**config.mk**
```make
export PLATFORM = sky130hd
export DESIGN_NAME = fetch_stage_flat
export DESIGN_NICKNAME = d
export VERILOG_FILES = /design/src/rtl/pipe_pkg.sv /design/src/rtl/fetch_stage_if.sv /design/src/rtl/fetch_stage.sv /design/src/flat_wrapper.sv
export SDC_FILE = /design/constraint.sdc
export NUM_CORES = 1
export LEC_CHECK = 0
export ABC_CLOCK_PERIOD_IN_PS = 4200
export BUFFER_PORTS_ARGS = -buffer_cell sky130_fd_sc_hd__buf_2
export CORE_ASPECT_RATIO = 0.7
export CORE_MARGIN = 3
export CORE_UTILIZATION = 54
export DETAILED_ROUTE_END_ITERATION = 7
export PLACE_DENSITY = 0.93
export SYNTH_ARGS = -nofsm -noshare
export SYNTH_HDL_FRONTEND = slang
export SYNTH_SLANG_ARGS = --single-unit
```
**constraint.sdc**
```tcl
create_clock -name clk -period 4.2 [get_ports clk]
set_input_delay 0.84 -clock clk [delete_from_list [all_inputs] [get_ports clk]]
set_output_delay 0.84 -clock clk [all_outputs]
set_load 0.02 [all_outputs]
```
**src/rtl/pipe_pkg.sv**
```systemverilog
// Shared pipeline types and constants: PC/instruction widths, the NOP word,
// the fetch-state encoding and the IF/ID payload layout.
package pipe_pkg;

    localparam int unsigned PC_WIDTH    = 10;
    localparam int unsigned INSTR_WIDTH = 32;
    localparam int unsigned CNT_WIDTH   = 16;

    typedef logic [PC_WIDTH-1:0]    pc_t;
    typedef logic [INSTR_WIDTH-1:0] instr_t;

    localparam pc_t    RESET_PC  = PC_WIDTH'(0);
    localparam pc_t    PC_STEP   = PC_WIDTH'(1);
    localparam instr_t NOP_INSTR = INSTR_WIDTH'(0);

    typedef enum logic [1:0] {
        BOOT = 2'd0,
        RUN  = 2'd1,
        HOLD = 2'd2
    } fetch_state_e;

    typedef struct packed {
        pc_t    pc;
        instr_t instr;
    } if_bundle_t;

    // Wraps modulo 2^PC_WIDTH by construction.
    function automatic pc_t pc_next(input pc_t pc);
        return pc + PC_STEP;
    endfunction

endpackage

```
**src/rtl/fetch_stage_if.sv**
```systemverilog
// Fetch-stage signal bundle: hazard/EX controls, instruction-memory port and
// the word presented to the IF/ID register.
interface fetch_stage_if;
    import pipe_pkg::*;

    logic                 stall;
    logic                 redirect;
    pc_t                  redirect_pc;
    logic                 imem_en;
    pc_t                  imem_addr;
    instr_t               imem_rdata;
    logic                 if_valid;
    pc_t                  if_pc;
    instr_t               if_instr;
    if_bundle_t           if_bundle;
    logic [CNT_WIDTH-1:0] fetch_count;

    modport master (
        input  stall, redirect, redirect_pc, imem_rdata,
        output imem_en, imem_addr, if_valid, if_pc, if_instr, if_bundle, fetch_count
    );

    modport slave (
        output stall, redirect, redirect_pc, imem_rdata,
        input  imem_en, imem_addr, if_valid, if_pc, if_instr, if_bundle, fetch_count
    );

endinterface

```
**src/rtl/fetch_stage.sv**
```systemverilog
// Instruction-fetch stage: owns the PC, drives the synchronous instruction
// memory and presents one {pc, instr} word per cycle, honouring stall/redirect.
module fetch_stage
    import pipe_pkg::*;
(
    input logic           clk,
    input logic           reset,
    fetch_stage_if.master bus
);

    fetch_state_e         state_q, state_d;
    pc_t                  fpc_q, fpc_d;
    pc_t                  pc_q, pc_d;
    logic                 v_q, v_d;
    instr_t               hold_instr_q, hold_instr_d;
    logic [CNT_WIDTH-1:0] fetch_count_q, fetch_count_d;

    logic   issue_c;
    pc_t    issue_pc_c;
    logic   en_c;
    pc_t    addr_c;
    logic   valid_c;
    instr_t instr_c;

    always_ff @(posedge clk or posedge reset) begin
        if (reset) begin
            state_q       <= BOOT;
            fpc_q         <= RESET_PC;
            pc_q          <= RESET_PC;
            v_q           <= 1'b0;
            hold_instr_q  <= NOP_INSTR;
            fetch_count_q <= CNT_WIDTH'(0);
        end else begin
            state_q       <= state_d;
            fpc_q         <= fpc_d;
            pc_q          <= pc_d;
            v_q           <= v_d;
            hold_instr_q  <= hold_instr_d;
            fetch_count_q <= fetch_count_d;
        end
    end

    // Next state, memory request and presented word; redirect beats stall.
    always_comb begin
        state_d      = state_q;
        fpc_d        = fpc_q;
        pc_d         = pc_q;
        v_d          = v_q;
        hold_instr_d = hold_instr_q;
        issue_c      = 1'b0;
        issue_pc_c   = fpc_q;
        en_c         = 1'b0;
        addr_c       = fpc_q;
        valid_c      = 1'b0;
        instr_c      = bus.imem_rdata;

        unique case (state_q)
            BOOT: begin
                issue_c    = 1'b1;
                issue_pc_c = bus.redirect ? bus.redirect_pc : RESET_PC;
                state_d    = RUN;
            end
            RUN: begin
                valid_c = v_q && !bus.redirect;
                if (bus.redirect) begin
                    issue_c    = 1'b1;
                    issue_pc_c = bus.redirect_pc;
                end else if (bus.stall) begin
                    if (v_q) begin
                        hold_instr_d = bus.imem_rdata;
                        state_d      = HOLD;
                    end else begin
                        v_d = 1'b0;
                    end
                end else begin
                    issue_c = 1'b1;
                end
            end
            HOLD: begin
                valid_c = !bus.redirect;
                instr_c = hold_instr_q;
                if (bus.redirect) begin
                    issue_c    = 1'b1;
                    issue_pc_c = bus.redirect_pc;
                    state_d    = RUN;
                end else if (!bus.stall) begin
                    issue_c = 1'b1;
                    state_d = RUN;
                end
            end
            default: state_d = BOOT;
        endcase

        if (issue_c) begin
            en_c   = 1'b1;
            addr_c = issue_pc_c;
            pc_d   = issue_pc_c;
            v_d    = 1'b1;
            fpc_d  = pc_next(issue_pc_c);
        end

        fetch_count_d = fetch_count_q + CNT_WIDTH'(valid_c && !bus.stall);
    end

    // Memory-side and IF/ID-side outputs; invalid words are forced to the NOP pattern.
    assign bus.imem_en     = en_c && !reset;
    assign bus.imem_addr   = reset ? RESET_PC : addr_c;
    assign bus.if_valid    = valid_c;
    assign bus.if_pc       = valid_c ? pc_q : RESET_PC & PC_WIDTH'(0);
    assign bus.if_instr    = valid_c ? instr_c : NOP_INSTR;
    assign bus.if_bundle   = '{pc: bus.if_pc, instr: bus.if_instr};
    assign bus.fetch_count = fetch_count_q;

endmodule
```
**src/flat_wrapper.sv**
```systemverilog
// flat-port wrapper written by rule: the top's interface ports become plain ports
module fetch_stage_flat import pipe_pkg::*;
  (clk, reset, bus_stall, bus_redirect, bus_redirect_pc, bus_imem_rdata, bus_imem_en, bus_imem_addr, bus_if_valid, bus_if_pc, bus_if_instr, bus_if_bundle, bus_fetch_count);
  fetch_stage_if bus_i ();
  input logic clk;
  input logic reset;
  input wire logic [$bits(bus_i.stall)-1:0] bus_stall;
  input wire logic [$bits(bus_i.redirect)-1:0] bus_redirect;
  input wire logic [$bits(bus_i.redirect_pc)-1:0] bus_redirect_pc;
  input wire logic [$bits(bus_i.imem_rdata)-1:0] bus_imem_rdata;
  output wire logic [$bits(bus_i.imem_en)-1:0] bus_imem_en;
  output wire logic [$bits(bus_i.imem_addr)-1:0] bus_imem_addr;
  output wire logic [$bits(bus_i.if_valid)-1:0] bus_if_valid;
  output wire logic [$bits(bus_i.if_pc)-1:0] bus_if_pc;
  output wire logic [$bits(bus_i.if_instr)-1:0] bus_if_instr;
  output wire logic [$bits(bus_i.if_bundle)-1:0] bus_if_bundle;
  output wire logic [$bits(bus_i.fetch_count)-1:0] bus_fetch_count;
  assign bus_i.stall = bus_stall;
  assign bus_i.redirect = bus_redirect;
  assign bus_i.redirect_pc = bus_redirect_pc;
  assign bus_i.imem_rdata = bus_imem_rdata;
  assign bus_imem_en = bus_i.imem_en;
  assign bus_imem_addr = bus_i.imem_addr;
  assign bus_if_valid = bus_i.if_valid;
  assign bus_if_pc = bus_i.if_pc;
  assign bus_if_instr = bus_i.if_instr;
  assign bus_if_bundle = bus_i.if_bundle;
  assign bus_fetch_count = bus_i.fetch_count;
  fetch_stage u_core (.clk(clk), .reset(reset), .bus(bus_i));
endmodule
```
Word-level counts from Yosys, hierarchy flattened

Index checks and enable logic that the tools add are counted.

Logic and storage cells: 53
Output and inout bits: 112
Input bits: 46
Register bits: 71

Bitwise logic cells: 1
Reductions and logical operators: 13
Multiplexer cells: 24
Equal/unequal tests: 7
$add $sub $neg: 2

Operator list:

| operator                                             | number |
|---|---|
| two-way mux 32 bit                                   | 2 |
| two-way mux 10 bit                                   | 5 |
| one-hot mux 10 bit (2 select lines)                  | 1 |
| adder 16 x 1 -> 16 bit                               | 1 |
| adder 10 x 1 -> 10 bit (second input constant)       | 1 |
| two-way mux 2 bit                                    | 5 |
| two-way mux 1 bit                                    | 8 |
| AND reduction 4 bit                                  | 2 |
| one-hot mux 2 bit (3 select lines)                   | 1 |
| != test 2 x 1 -> 1 bit (second input constant)       | 2 |
| != test 2 bit (second input constant)                | 2 |
| one-hot mux 1 bit (2 select lines)                   | 2 |
| nonzero test 2 bit                                   | 2 |
| logical AND 1 bit                                    | 3 |
| logical NOT 1 bit                                    | 3 |
| != test 3 bit (second input constant)                | 1 |
| AND reduction 3 bit                                  | 1 |
| equality test 2 x 1 -> 1 bit (second input constant) | 1 |
| equality test 2 bit (second input constant)          | 1 |
| logical NOT 2 bit                                    | 1 |
| OR reduction 2 bit                                   | 1 |
| NOT 1 bit                                            | 1 |

Depth between registers and ports, before layout

Depth in word-level cells: 5
Mapped depth: 14
Gate-level depth less buffers: 11

Least setup slack after synthesis

Ideal clock, no wire load.

Path kind: input to output
From: in bus_redirect
To: out bus_imem_addr[5]
Path buffers: 2
Stages: 7
Slack: 931 ps
Arrival time: 2,429 ps
Data required time: 3,360 ps
Cell sequence: nand2b_1 a21oi_1 or2_2 clkbuf_1 clkbuf_1 nor2_1 nor3_1

Longest elaborated chain between the ends: 4
Elaborated cells on any way between the ends: 7
Those cells by class: mux (7)

RTL lines:

| item                                                                                      | line                                 | text |
|---|---|---|
| start, declared                                                                           | flat_wrapper.sv:8                    | `input wire logic [$bits(bus_i.redirect)-1:0] bus_redirect;` |
| two-way mux 10 bit (tied with other cells)                                                | fetch_stage.sv:65, fetch_stage.sv:82 |  |
| one-hot mux 10 bit (2 select lines) or one-hot mux 1 bit (2 select lines) (tied branches) | fetch_stage.sv:57                    | `unique case (state_q)` |
| two-way mux 10 bit *                                                                      | fetch_stage.sv:94                    | `if (issue_c) begin` |
| two-way mux 10 bit *                                                                      | fetch_stage.sv:107                   | `assign bus.imem_addr = reset ? RESET_PC : addr_c;` |
| end, declared                                                                             | flat_wrapper.sv:12                   | `output wire logic [$bits(bus_i.imem_addr)-1:0] bus_imem_addr;` |

Mark *: on every way between the ends. The rest lies on a longest branch, timed or not.

Final worst setup path

From: reg u_core.state_q[0]
To: out bus_if_bundle[33]

Longest elaborated chain between the ends: 3
Elaborated cells on any way between the ends: 4
Those cells by class: eq/ne (2); mux (2)

RTL lines:

| item                                                                | line               | text |
|---|---|---|
| start, declared                                                     | fetch_stage.sv:11  | `fetch_state_e state_q, state_d;` |
| start signal, assigned                                              | fetch_stage.sv:34  | `state_q <= state_d;` |
| equality test 2 bit or equality test 2 x 1 -> 1 bit (tied branches) | fetch_stage.sv:57  |  |
| one-hot mux 1 bit (2 select lines) *                                | fetch_stage.sv:57  |  |
| two-way mux 10 bit *                                                | fetch_stage.sv:109 | `assign bus.if_pc = valid_c ? pc_q : RESET_PC & PC_WIDTH'(0);` |
| end, declared                                                       | flat_wrapper.sv:16 | `output wire logic [$bits(bus_i.if_bundle)-1:0] bus_if_bundle;` |

Marked as above.

==> results.json <==
{
  "outcome": "finished clean",
  "yosysSeqAreaShare": 0.423,
  "maxCapViolCount": 0,
  "route.antenna.remaining_nets": 0,
  "place_hpwl_um": 7010,
  "powerDensity_nw_per_um2": 724,
  "initial_core_util": 0.566,
  "critPathRequiredTime_ps": 3360,
  "dieWidth_um": 111,
  "slowest_stage": "ha_1",
  "num_rows": 26,
  "fin_crit_ps": 3690,
  "cts-resized-gates": 0,
  "synth_edf_count": 0,
  "wire_per_inst_um": 14.6,
  "routed_wl_um": 9420,
  "cp_max_fo": 34,
  "dieHeight_um": 79.8,
  "place_ws_ps": 870,
  "setup_viol": 0,
  "arrival_ps": 2850,
  "synth-async-reset-ratio": 1.00,
  "yosysTopAreaCell": "dfrtp_1",
  "grt_antenna_before_repair": 0,
  "fmax_mhz": 271,
  "regToRegStartpoint": "u_core.state_q[0]$_DFFE_PP0P_",
  "whs_endpoint": "u_core.bus.fetch_count[15]$_DFF_PP0_",
  "finalPower_mw": 3.57,
  "syn_nets": 488,
  "cp_slowest_stage_delay_ps": 520,
  "layout-drive-gt1-share": 0.397,
  "ys_types": 44,
  "fin_worst_skew_ps": 13.7,
  "synthToLayoutAreaGrowth_pct": 17.5,
  "r2r_slack_ps": 1020,
  "gr-total-overflow": 0,
  "path_clk_slew_ps": 80,
  "synth_area_per_cell_um2": 9.68,
  "leakage_nw": 2.60,
  "post-route-period-util": 0.879,
  "grt_pass1_wl_um": 15200,
  "grt_max_degree": 48,
  "hold-worst-slack_ps": 478,
  "synthFlopType": "dfrtp_1",
  "ys_ff_latch": 71,
  "crit-reg2reg-capture": "u_core.fpc_q[9]$_DFFE_PP0P_",
  "tightest_slew_ps": 1070,
  "first_pass_iters": 5,
  "clock_latency_ps": 340,
  "crit_type": "flip-flop to output port",
  "ys_top_cells_by_area": "dfrtp_1 42%, mux2_2 8.6%, mux2i_1 7.9%",
  "worstHoldStart": "u_core.bus.fetch_count[15]$_DFF_PP0_",
  "synth_top_area_share": 0.423,
  "crit_path_start_kind": "flip-flop",
  "holdBufCountCts": 0,
  "final_util": 0.665,
  "postPlaceCellArea_um2": 4730,
  "finalHoldViolCount": 0,
  "syn-instance-count": 434,
  "first_global_vias": 3275,
  "globalplace.congestion": 0.818,
  "cts_tree": "built",
  "core_um2": 7420,
  "dieArea_um2": 8890,
  "vdd_drop_max_mv": 0.348,
  "clockBufferDepth": 2,
  "rsz0062_at_grt": "false",
  "htreeDepth": 3,
  "numPlacedInstances": 629,
  "drc": 0,
  "crit_chain": "inv_1, ha_1, nor2b_2, nand2b_1, buf_4, inv_1, and2_1, buf_2",
  "cts_num_sinks": 71,
  "slew_headroom": 0.284,
  "drv_slew": 0,
  "io_buffers": 157,
  "final_cell_area_um2": 4930,
  "vias_per_cell": 5.35,
  "end_kind": "output port",
  "r2r_cells": 7,
  "syn_area_um2": 4200,
  "first_iter_violations": 172,
  "hold_path.class": "flip-flop to flip-flop",
  "crit_top_cell": "inv_1",
  "yosysWarnings": 0,
  "cts_setup_buffers": 0,
  "diodes": 0,
  "final_nets": 596,
  "fin_tns_setup_ps": 0,
  "clock-root-buffer": "clkbuf_8",
  "io_pins": 158,
  "cts_buffers": 9,
  "vias": 3452,
  "timing.final.ws_setup_ps": 509,
  "grt_usage": 0.209,
  "hold_depth": 1,
  "instances_no_fill": 645
}
## synthesized netlist by cell type (2+ instances only)
master     number
dfrtp_1        71
buf_4          43
buf_2           3
a22oi_1         3
a21oi_1         6
xor2_1          6
nor3_1          9
nor2_1         79
and3_1          5
mux2_2         32
nand4_1         3
o2111ai_1       9
and4_1          3
ha_1            8
a222oi_1        2
nand2b_1        4
nand3_1         8
a31oi_1         2
mux2i_1        33
a21o_1          3
a211o_1         2
xnor2_1         9
o31ai_1         5
buf_1           3
o21ai_1         2
inv_1           5
o21ai_0         9
nand2_1        23
clkbuf_1       16
and2_1         14
## cell families (layout without fill, tap and decap cells)
| family | count (synthesis) | after routing | synth area share |
|---|---|---|---|
| simple gates | 150 | 150 | 0.160 |
| flops | 71 | 71 | 0.423 |
| compound gates | 53 | 53 | 0.0918 |
| fa+ha+maj | 8 | 8 | 0.0238 |
| buf+inv | 72 | 185 | 0.105 |
| xor+xnor | 15 | 15 | 0.0313 |
| mux | 65 | 65 | 0.164 |
## per-layer routing
| layer | part of all wire | GRT usage | up-vias |
|---|---|---|---|
| met1 | 0.43 | 0.267 | 1628 |
| met2 | 0.49 | 0.351 | 136 |
| met3 | 0.068 | 0.0545 | 12 |
| met5 | 0 | 0 | - |
| met4 | 0.011 | 0.0656 | 0 |
| li1 | - | - | 1676 |
## layout make-up
type / count / area (µm²)
clock buffer: 10 / 128
clock inverter: 6 / 70.1
fill: 597 / 2480
inverter: 6 / 22.5
multi-input combinational: 291 / 1980
sequential: 71 / 1780
tap: 98 / 123
timing repair buffer: 163 / 831
## state kept, by name (all words and copies together) (netlist names)
register / count
u_core.hold_instr_q: 32
u_core.bus.fetch_count: 16
u_core.fpc_q: 10
u_core.pc_q: 10
u_core.state_q: 2
u_core.v_q: 1
## worst max-delay path by stage
| stage | endpoint | start | slack, ps |
|---|---|---|---|
| after floorplan | bus_imem_addr[5] | bus_redirect | 930 |
| after detailed placement | bus_if_bundle[33] | u_core.state_q[0]$_DFFE_PP0P_ | 870 |
| final | bus_if_bundle[33] | u_core.state_q[0]$_DFFE_PP0P_ | 510 |
| after global routing | bus_if_bundle[33] | u_core.state_q[0]$_DFFE_PP0P_ | 230 |
| after CTS | bus_if_bundle[33] | u_core.state_q[0]$_DFFE_PP0P_ | 480 |
| after global placement | bus_imem_addr[0] | bus_redirect | 980 |
## cell usage in the layout, fill, tap and decap left out, drive strengths merged, types with 2 or more instances in the layout
cell      count
a211o         2
a21o          3
a21oi         6
a222oi        2
a22oi         3
a31oi         2
and2         14
and3          5
and4          3
buf         163
clkbuf       10
clkinvlp      3
dfrtp        71
ha            8
inv           7
mux2         32
mux2i        33
nand2        23
nand2b        4
nand3         8
nand4         3
nor2         79
nor3          9
o2111ai       9
o21ai        12
o31ai         5
xnor2         9
xor2          6
## where the power goes
group	internal [mW]	switching, mW	leakage (nW)	total, mW
clock	0.278	0.268	0.0891	0.546
sequential	0.964	0.157	0.881	1.12
combinational	0.728	1.18	1.63	1.90
total	1.97	1.60	2.60	3.57
## critical path, delay by kind of cell, from the launching register on
kind,cells,cell delay [ps]
simple gates,3,770
flops,1,410
fa+ha+maj,1,520
buf+inv,4,840
(Power assumes the default switching activity.)
